[config.mk]
export PLATFORM = sky130hd
export DESIGN_NAME = mem_wait_ctrl_flat
export DESIGN_NICKNAME = d
export VERILOG_FILES = /design/src/rtl/mem_wait_ctrl_pkg.sv /design/src/rtl/mem_wait_ctrl_if.sv /design/src/rtl/mem_region_decode.sv /design/src/rtl/mem_wait_ctrl.sv /design/src/flat_wrapper.sv
export SDC_FILE = /design/constraint.sdc
export NUM_CORES = 1
export LEC_CHECK = 0
export BUFFER_PORTS_ARGS = -buffer_cell sky130_fd_sc_hd__buf_2
export CORE_ASPECT_RATIO = 1.75
export CORE_UTILIZATION = 41
export CTS_CLUSTER_SIZE = 10
export DETAILED_ROUTE_END_ITERATION = 10
export GPL_ROUTABILITY_DRIVEN = 0
export MAX_ROUTING_LAYER = met4
export PLACE_DENSITY = 0.84
export SETUP_SLACK_MARGIN = 0.3
export SLEW_MARGIN = 40
export SYNTH_ARGS = -nofsm -noshare
export SYNTH_HDL_FRONTEND = slang
export SYNTH_SLANG_ARGS = --single-unit
[constraint.sdc]
create_clock -name clk -period 1.25 [get_ports clk]
set_input_delay 0.0625 -clock clk [delete_from_list [all_inputs] [get_ports clk]]
set_output_delay 0.0625 -clock clk [all_outputs]
set_load 0.01 [all_outputs]
[src/rtl/mem_wait_ctrl_pkg.sv]
// mem_wait_ctrl_pkg: shared FSM/region encodings and default address-map bases
// Holds the k-prefixed address-map constants used as parameter defaults by the
// controller and its region decoder.
package mem_wait_ctrl_pkg;
  localparam logic [7:0] k_io_base = 8'hD0;
  localparam logic [7:0] k_rom_base = 8'hE0;
  typedef enum logic [1:0] {ST_RUN, ST_ROM_WAIT, ST_IO_WAIT, ST_IO_DONE} state_t;
  typedef enum logic [1:0] {RGN_RAM, RGN_ROM, RGN_IO} region_t;
endpackage

[src/rtl/mem_wait_ctrl_if.sv]
// mem_wait_ctrl_if: CPU-side and memory/IO-side bus of the wait-state controller
// master : controller view (drives cpu_ready/cpu_data_i, mem strobe, io_req, bus_err)
// slave  : CPU core plus RAM/ROM/IO devices
interface mem_wait_ctrl_if;
  logic [15:0] cpu_address_next;
  logic        cpu_write_next;
  logic [7:0]  cpu_data_o_next;
  logic        cpu_ready;
  logic [7:0]  cpu_data_i;
  logic [15:0] mem_addr;
  logic        mem_we;
  logic [7:0]  mem_wdata;
  logic [7:0]  mem_rdata;
  logic [7:0]  rom_rdata;
  logic        io_req;
  logic        io_ack;
  logic [7:0]  io_rdata;
  logic        bus_err;
  modport master (
    input  cpu_address_next, cpu_write_next, cpu_data_o_next, mem_rdata, rom_rdata, io_ack, io_rdata,
    output cpu_ready, cpu_data_i, mem_addr, mem_we, mem_wdata, io_req, bus_err
  );
  modport slave (
    output cpu_address_next, cpu_write_next, cpu_data_o_next, mem_rdata, rom_rdata, io_ack, io_rdata,
    input  cpu_ready, cpu_data_i, mem_addr, mem_we, mem_wdata, io_req, bus_err
  );
endinterface

[src/rtl/mem_region_decode.sv]
// mem_region_decode: combinational address -> region classifier (IO > ROM > RAM)
// addr_hi : address[15:12]
// region  : RGN_IO for the 4 KB IO_BASE page, RGN_ROM for the 8 KB ROM_BASE window, else RGN_RAM
module mem_region_decode
  import mem_wait_ctrl_pkg::*;
#(
  parameter logic [7:0] IO_BASE = k_io_base,
  parameter logic [7:0] ROM_BASE = k_rom_base
) (
  input  logic [3:0] addr_hi,
  output region_t    region
);
  always_comb region = addr_hi == IO_BASE[7:4] ? RGN_IO : addr_hi[3:1] == ROM_BASE[7:5] ? RGN_ROM : RGN_RAM;
endmodule

[src/rtl/mem_wait_ctrl.sv]
// mem_wait_ctrl: CPU bus wait-state controller for RAM, slow ROM and handshaked IO
// clk   : rising-edge clock
// reset : asynchronous active-low reset
// bus   : mem_wait_ctrl_if.master (CPU next-cycle request, ready/data back, RAM/ROM strobe, IO handshake)
// Optional: define MEM_WAIT_TIMEOUT_EN to abort IO accesses after IO_TIMEOUT unacknowledged cycles
// (io_req drops, bus_err pulses in the following cycle, read data 8'hFF).
module mem_wait_ctrl
  import mem_wait_ctrl_pkg::*;
#(
  parameter int ROM_WAIT = 1,
  parameter int IO_TIMEOUT = 15,
  parameter logic [7:0] IO_BASE = k_io_base,
  parameter logic [7:0] ROM_BASE = k_rom_base
) (
  input logic clk,
  input logic reset,
  mem_wait_ctrl_if.master bus
);
  state_t state, state_nx;
  region_t region, region_dec;
  logic [2:0] wait_cnt, wait_cnt_nx;
  logic [7:0] io_data, io_data_nx;
  logic ready, expire;
  if (ROM_WAIT < 0 || ROM_WAIT > 7 || IO_TIMEOUT < 1 || IO_TIMEOUT > 255) begin : g_param_err
    $error("mem_wait_ctrl: ROM_WAIT or IO_TIMEOUT out of range");
  end
  mem_region_decode #(.IO_BASE(IO_BASE), .ROM_BASE(ROM_BASE)) u_decode (
    .addr_hi(bus.cpu_address_next[15:12]),
    .region (region_dec)
  );
`ifdef MEM_WAIT_TIMEOUT_EN
  logic [7:0] to_cnt;
  // io_ack in the expiry cycle takes precedence over the abort
  assign expire = state == ST_IO_WAIT && !bus.io_ack && to_cnt == 8'(IO_TIMEOUT - 1);
  always_ff @(posedge clk or negedge reset)
    if (!reset) begin
      to_cnt <= '0;
      bus.bus_err <= 1'b0;
    end else begin
      to_cnt <= state == ST_IO_WAIT && !expire ? to_cnt + 8'd1 : 8'd0;
      bus.bus_err <= expire;
    end
`else
  assign expire = 1'b0;
  assign bus.bus_err = 1'b0;
`endif
  assign ready = state == ST_RUN || state == ST_IO_DONE;
  assign bus.cpu_ready = ready;
  assign bus.io_req = state == ST_IO_WAIT;
  assign bus.cpu_data_i = region == RGN_IO ? io_data : region == RGN_ROM ? bus.rom_rdata : bus.mem_rdata;
  always_ff @(posedge clk or negedge reset)
    if (!reset) begin
      state <= ST_RUN;
      region <= RGN_RAM;
      wait_cnt <= '0;
      io_data <= 8'hFF;
      bus.mem_addr <= '0;
      bus.mem_we <= 1'b0;
      bus.mem_wdata <= '0;
    end else begin
      state <= state_nx;
      wait_cnt <= wait_cnt_nx;
      io_data <= io_data_nx;
      if (ready) begin
        region <= region_dec;
        bus.mem_addr <= bus.cpu_address_next;
        bus.mem_we <= bus.cpu_write_next && region_dec != RGN_IO;
        bus.mem_wdata <= bus.cpu_data_o_next;
      end
    end
  // IO_DONE has cpu_ready=1, so it dispatches the next access exactly like RUN
  always_comb begin
    state_nx = state;
    wait_cnt_nx = '0;
    io_data_nx = io_data;
    if (ready) begin
      state_nx = region_dec == RGN_IO ? ST_IO_WAIT :
                 region_dec == RGN_ROM && !bus.cpu_write_next && ROM_WAIT > 0 ? ST_ROM_WAIT : ST_RUN;
      wait_cnt_nx = 3'(ROM_WAIT - 1);
    end else if (state == ST_ROM_WAIT) begin
      state_nx = wait_cnt == 3'd0 ? ST_RUN : ST_ROM_WAIT;
      wait_cnt_nx = wait_cnt == 3'd0 ? 3'd0 : wait_cnt - 3'd1;
    end else if (bus.io_ack || expire) begin
      state_nx = ST_IO_DONE;
      io_data_nx = bus.io_ack ? bus.io_rdata : 8'hFF;
    end
  end
endmodule

[src/flat_wrapper.sv]
// flat-port wrapper written by rule: the top's interface ports become plain ports
module mem_wait_ctrl_flat import mem_wait_ctrl_pkg::*;
#(
  parameter int ROM_WAIT = 1,
  parameter int IO_TIMEOUT = 15,
  parameter logic [7:0] IO_BASE = k_io_base,
  parameter logic [7:0] ROM_BASE = k_rom_base
)
  (clk, reset, bus_cpu_address_next, bus_cpu_write_next, bus_cpu_data_o_next, bus_mem_rdata, bus_rom_rdata, bus_io_ack, bus_io_rdata, bus_cpu_ready, bus_cpu_data_i, bus_mem_addr, bus_mem_we, bus_mem_wdata, bus_io_req, bus_bus_err);
  mem_wait_ctrl_if bus_i ();
  input logic clk;
  input logic reset;
  input wire logic [$bits(bus_i.cpu_address_next)-1:0] bus_cpu_address_next;
  input wire logic [$bits(bus_i.cpu_write_next)-1:0] bus_cpu_write_next;
  input wire logic [$bits(bus_i.cpu_data_o_next)-1:0] bus_cpu_data_o_next;
  input wire logic [$bits(bus_i.mem_rdata)-1:0] bus_mem_rdata;
  input wire logic [$bits(bus_i.rom_rdata)-1:0] bus_rom_rdata;
  input wire logic [$bits(bus_i.io_ack)-1:0] bus_io_ack;
  input wire logic [$bits(bus_i.io_rdata)-1:0] bus_io_rdata;
  output wire logic [$bits(bus_i.cpu_ready)-1:0] bus_cpu_ready;
  output wire logic [$bits(bus_i.cpu_data_i)-1:0] bus_cpu_data_i;
  output wire logic [$bits(bus_i.mem_addr)-1:0] bus_mem_addr;
  output wire logic [$bits(bus_i.mem_we)-1:0] bus_mem_we;
  output wire logic [$bits(bus_i.mem_wdata)-1:0] bus_mem_wdata;
  output wire logic [$bits(bus_i.io_req)-1:0] bus_io_req;
  output wire logic [$bits(bus_i.bus_err)-1:0] bus_bus_err;
  assign bus_i.cpu_address_next = bus_cpu_address_next;
  assign bus_i.cpu_write_next = bus_cpu_write_next;
  assign bus_i.cpu_data_o_next = bus_cpu_data_o_next;
  assign bus_i.mem_rdata = bus_mem_rdata;
  assign bus_i.rom_rdata = bus_rom_rdata;
  assign bus_i.io_ack = bus_io_ack;
  assign bus_i.io_rdata = bus_io_rdata;
  assign bus_cpu_ready = bus_i.cpu_ready;
  assign bus_cpu_data_i = bus_i.cpu_data_i;
  assign bus_mem_addr = bus_i.mem_addr;
  assign bus_mem_we = bus_i.mem_we;
  assign bus_mem_wdata = bus_i.mem_wdata;
  assign bus_io_req = bus_i.io_req;
  assign bus_bus_err = bus_i.bus_err;
  mem_wait_ctrl #(.ROM_WAIT(ROM_WAIT), .IO_TIMEOUT(IO_TIMEOUT), .IO_BASE(IO_BASE), .ROM_BASE(ROM_BASE)) u_core (.clk(clk), .reset(reset), .bus(bus_i));
endmodule
# [Word level (Yosys, flattened, before mapping)]
# Index checks and enable logic that the tools add are counted.
[totals] register_bits=40 in_bits=52 output_inout_bits=36 elab_cells=41
[classes] n_addsub=1 n_eq_ne=10 n_mux=13 bitwise=2 reduce_logical=8
[ops] operator="two-way mux 8 bit" count=2
[ops] operator="two-way mux 2 bit" count=5
[ops] operator="two-way mux 3 bit" count=3
[ops] operator="equality test 2 bit (second input constant)" count=4
[ops] operator="equality test 2 x 1 -> 1 bit (second input constant)" count=3
[ops] operator="equality test 4 bit (second input constant)" count=1
[ops] operator="equality test 3 bit (second input constant)" count=1
[ops] operator="logical NOT 3 bit" count=1
[ops] operator="two-way mux 1 bit" count=3
[ops] operator="AND reduction 3 bit" count=1
[ops] operator="nonzero test 3 bit" count=1
[ops] operator="subtractor 3 x 1 -> 3 bit (second input constant)" count=1
[ops] operator="logical AND 1 bit" count=2
[ops] operator="logical NOT 2 bit" count=1
[ops] operator="!= test 2 bit (second input constant)" count=1
[ops] operator="NOT 1 bit" count=2
[ops] operator="logical NOT 1 bit" count=1
[ops] operator="logical OR 1 bit" count=1

# [Depth between registers and ports, before layout]
[logic_depth] ltp_word=8 ltp_mapped=5 mapped_depth_nobuf=4

# [Modules after synthesis]
# Synthesis repeated with hierarchy kept, for this count alone.
[unflattened] cells_unflattened=134 area_unflattened_um2=1985.7
[modules_own_cells] mod="mem_wait_ctrl" n_inst=1 cells_per_inst=132 area_per_inst_um2=1968.1 seq_area_each_um2=1011.0
[modules_own_cells] mod="mem_region_decode" n_inst=1 cells_per_inst=2 area_per_inst_um2=17.5 seq_area_each_um2=0.0

# [Worst setup path before layout]
# Ideal clock, no wire load.
[synth_path] path_kind="register -> register" start="reg u_core.state[0]" end="reg u_core.bus.mem_addr[10]" setup_ns=0.125 arrival_ns=1.362 required_time_ns=1.125 path_slack_ns=-0.236 stages_incl_launch_ff=5 n_path_buf=1 path_cell_list="dfrtp_1 inv_1 ha_1 buf_2 mux2_2"
[synth_between] elab_chain_cells=2 elab_cells_between_ends=3
[synth_lines] element="start: declaration" line="mem_wait_ctrl.sv:19" text="state_t state, state_nx;"
[synth_lines] element="start signal: assignment" line="mem_wait_ctrl.sv:61" text="state <= state_nx;"
[synth_lines] element="equality test 2 bit or logical NOT 2 bit (tied branches)" line="mem_wait_ctrl.sv:47" text="assign ready = state == ST_RUN || state == ST_IO_DONE;"
[synth_lines] element="logical OR 1 bit (*)" line="mem_wait_ctrl.sv:47"
[synth_lines] element="via bus_cpu_ready" line="flat_wrapper.sv:20" text="output wire logic [$bits(bus_i.cpu_ready)-1:0] bus_cpu_ready;"
[synth_lines] element="end signal: assignment" line="mem_wait_ctrl.sv:66" text="bus.mem_addr <= bus.cpu_address_next;"
[synth_lines] element="end: declaration" line="mem_wait_ctrl_if.sv:21" text="output cpu_ready, cpu_data_i, mem_addr, mem_we, mem_wdata, io_req, bus_err"
# Mark *: on every way through the listed nets, which the timed path passes. The rest lies on a longest branch.
# A chain may end at the register's enable or synchronous reset.

# [Worst setup path after layout]
[layout_path] start="reg u_core.state[1]" end="reg u_core.bus.mem_addr[14]"
[layout_between] elab_chain_cells=2 elab_cells_between_ends=3
[layout_lines] element="equality test 2 bit or logical NOT 2 bit (tied branches)" line="mem_wait_ctrl.sv:47"
[layout_lines] element="logical OR 1 bit (*)" line="mem_wait_ctrl.sv:47"
# Every way passes the cells marked *; elsewhere a longest branch is shown, timed or not.

==> flow_summary_export.csv <==
group,metric,value,unit
status,status,"complete, but fails checks",
status,failed_checks,"setup timing",
clocking,clock_path_buffers,2,
floorplanning,coreArea,4230,sq um
sta,timing.final.max_slew_violations,0,
power_and_ir_drop,power-per-cell-area,2430,nW/um^2
floorplanning,start_util,43.7,%
sta,worst_slack,-0.259,ns
setup_path,path_cells,"ha_4 > buf_12 > buf_12 > mux2_4",
place,dp.cells,279,
floorplanning,die_area,4780,sq um
power_and_ir_drop,share_comb_of_total_power,59.6,%
floorplanning,io_pins,88,
sta,final-setup-viol-count,42,
power_and_ir_drop,p_seq_share,29.1,%
clocking,cts_buffers,5,
drt,drc_errors,0,
power_and_ir_drop,power.net_switching,2.69,mW
run,max_cap_violations,0,
drt,wire_per_inst,17.0,um
clocking,clk_pin_slew_worst_paths,0.08,ns
layout,drive_above_1_share,69.1,%
power_and_ir_drop,power,8.10,mW
synth,yosysSeqAreaShare,54.8,%
clocking,cts_tree,"built",
drt,via_per_inst,5.06,
drt,drtIter0Drc,29,
sta,finalSetupTns,-7.80,ns
global_routing,antenna_found_initial,0,
global_routing,use_met2,47.9,%
sta,clock.fmax,0.663,GHz
setup_path,crit_required,1.43,ns
layout,final_common_cell,"buf_2",
clocking,cts_max_level,2,
global_routing,grt_max_degree,41,
global_routing,globalRoute.totalOverflow,0,
global_routing,met1_usage,25.4,%
clocking,insertion_delay,0.29,ns
power_and_ir_drop,switching_share,33.2,%
drt,drt-total-wl,5500,um
floorplanning,die_h,90.8,um
sta,fin_worst_skew,0.0103,ns
setup_path,startpoint_type,"register",
synth,synthDistinctLibCells,26,
sta,min_period,1.51,ns
layout,final_cell_mix,"buf_2 (85), mux2_4 (33), dfrtp_1 (30), dlygate4sd3_1 (24)",
synth,syn_area,1850,sq um
power_and_ir_drop,vdd_ir_drop_max,1.83,mV
global_routing,grt_first_pass_wirelength,8630,um
sta,rsz0062_at_grt,"true",
setup_path,critPathKind,"register to register",
sta,finalHoldViolCount,0,
place,io_buffers,86,
layout,stdcell_count,324,
synth,synth_fp_nets,195,
layout,finalNetCount,329,
layout,final_util,79.0,%
global_routing,globalRouteMet3Util,5.39,%
setup_path,timing.critical_path.slowest_cell_delay,0.44,ns
power_and_ir_drop,p_clk_share,11.3,%
drt,num_vias,1641,
setup_path,cp_max_fo,6,
setup_path,crit_top_cell,"buf_12",
drt,first_pass_iters,4,
sta,period_share,121,%
clocking,clock-sinks,40,
power_and_ir_drop,p_int,5.41,mW
clocking,cts_root_buf,"clkbuf_8",
layout,diodes,0,
setup_path,cp_slowest_cell,"dfrtp_2",
synth,netlist_instances,140,
drt,drtAntennaViolNets,0,
setup_path,endpoint_kind,"register",
synth,syn_area_per_cell,13.2,sq um
synth,synth_seq_cells,40,
place,detailed_place_hpwl,3190,um
synth,ys_warn_count,0,
global_routing,grt.total_usage,26.1,%
floorplanning,rows,31,
min_path,hp-class,"input port to register",
global_routing,grt_pass1_vias,1821,
power_and_ir_drop,leakage,1.62,nW
layout,synthToLayoutAreaGrowth,80.9,%
setup_path,cp_data_arrival_time,1.69,ns
global_routing,top_usage_layer,"met2",
floorplanning,die_x,52.7,um
-- logic make-up (layout without fill, tap and decap cells) --
group / count (synthesis) / after routing / share of synthesized area, %
AOI/OAI and AO/OA: 12 / 12 / 4.95
muxes: 39 / 39 / 23.4
DFF: 40 / 40 / 54.8
buffers and inverters: 17 / 152 / 4.34
and+or+nand+nor: 27 / 27 / 9.42
xor gates and xnor gates: 1 / 1 / 0.882
adders and majority gates: 3 / 3 / 2.03
other: 1 / 1 / 0.203
-- final cells by class --
| class | count | area [sq um] |
|---|---|---|
| well taps | 49 | 61.3 |
| clock inverters | 2 | 13.8 |
| clock buffers | 6 | 82.6 |
| inverters | 10 | 37.5 |
| repair buffers | 134 | 1030 |
| multi-input cells | 83 | 1090 |
| fillers | 234 | 890 |
| flip-flops and latches | 40 | 1010 |
-- path summary, 6_finish.rpt --
| path | slack (ns) | endpoint | depth (start not counted) | startpoint |
|---|---|---|---|---|
| worst min-delay path | 0.007 | u_core.bus.mem_addr[11] | 2 | bus_cpu_address_next[11] |
| min in group asynchronous | 0.38 | u_core.bus.mem_wdata[2] | 3 | reset |
| worst min register to register | 0.52 | u_core.bus.mem_addr[8] | 1 | u_core.bus.mem_addr[8] |
| max in group asynchronous | 0.51 | u_core.io_data[0] | 3 | reset |
| worst max-delay path | -0.26 | u_core.bus.mem_addr[14] | 4 | u_core.state[1] |
| worst max register to register | -0.26 | u_core.bus.mem_addr[14] | 4 | u_core.state[1] |
-- critical path, delay by kind of cell (launching register included) --
family / cells / cell delay (ns)
adders and majority gates: 1 / 0.39
buffers and inverters: 2 / 0.26
DFF: 1 / 0.44
muxes: 1 / 0.30
-- synthesized netlist by cell type --
| cell type | number | area share, % |
|---|---|---|
| a211oi_1 | 5 | 2.0 |
| a211oi_2 | 1 | 0.68 |
| a21oi_1 | 1 | 0.27 |
| buf_2 | 4 | 1.1 |
| buf_4 | 3 | 1.2 |
| conb_1 | 1 | 0.20 |
| dfrtp_1 | 32 | 43 |
| dfstp_2 | 8 | 11 |
| ha_1 | 3 | 2.0 |
| inv_1 | 10 | 2.0 |
| mux2_2 | 33 | 20 |
| mux2i_1 | 6 | 3.3 |
| nand2_1 | 2 | 0.41 |
| nand2b_1 | 3 | 1.0 |
| nand3_1 | 1 | 0.27 |
| nand4_1 | 1 | 0.34 |
| nor2_1 | 3 | 0.61 |
| nor3_1 | 2 | 0.54 |
| nor3b_1 | 13 | 5.3 |
| nor4b_1 | 1 | 0.47 |
| o21a_1 | 1 | 0.41 |
| o21ai_0 | 1 | 0.27 |
| o22ai_1 | 1 | 0.34 |
| o32ai_1 | 2 | 0.95 |
| or3b_1 | 1 | 0.47 |
| xnor2_2 | 1 | 0.88 |
-- per-stage QoR --
step	setup slack (ns)	area (sq um)	hold WS, ns
final	-0.259	3340	0.00701
after global routing	-0.303	3340	0.00106
after CTS	-0.264	3270	0.000753
after detailed placement	-0.0916	2620	0.140
after global placement	-0.0627	2620	0.132
after floorplan	-0.0713	2100	-0.233
-- power groups by stage --
| stage | Combinational [mW] | Sequential [mW] | Clock (mW) |
|---|---|---|---|
| floorplan | 2.21 | 2.51 | 0 |
| global placement | 3.26 | 2.35 | 0 |
| detailed placement | 3.36 | 2.36 | 0 |
| CTS | 4.69 | 2.37 | 0.932 |
| global route | 5.08 | 2.44 | 0.996 |
| finish | 4.83 | 2.36 | 0.913 |
-- flip-flops by register name (all words and copies together) (netlist names) --
signal                flops
u_core.wait_cnt           3
u_core.bus.mem_wdata      8
u_core.bus.mem_addr      16
u_core.bus.mem_we         1
u_core.state              2
u_core.io_data            8
u_core.region             2
-- metal layers --
layer	part of all wire [%]	wire length, um
met5	0	0
met4	1.9	105
met3	5.2	284
met2	59	3240
met1	34	1880
-- what timing repair did --
| action | 4_1_cts | 5_1_grt |
|---|---|---|
| cloned | 3 | 0 |
| hold buffers | 21 | 3 |
| endpoints found under the hold margin | 52 | 3 |
| setup endpoints to repair | 50 | 50 |
| gates resized for setup | 32 | 1 |
| setup buffers | 6 | 4 |
| pin swaps | 9 | 6 |
Note: power is estimated with default switching activity, not from simulation.
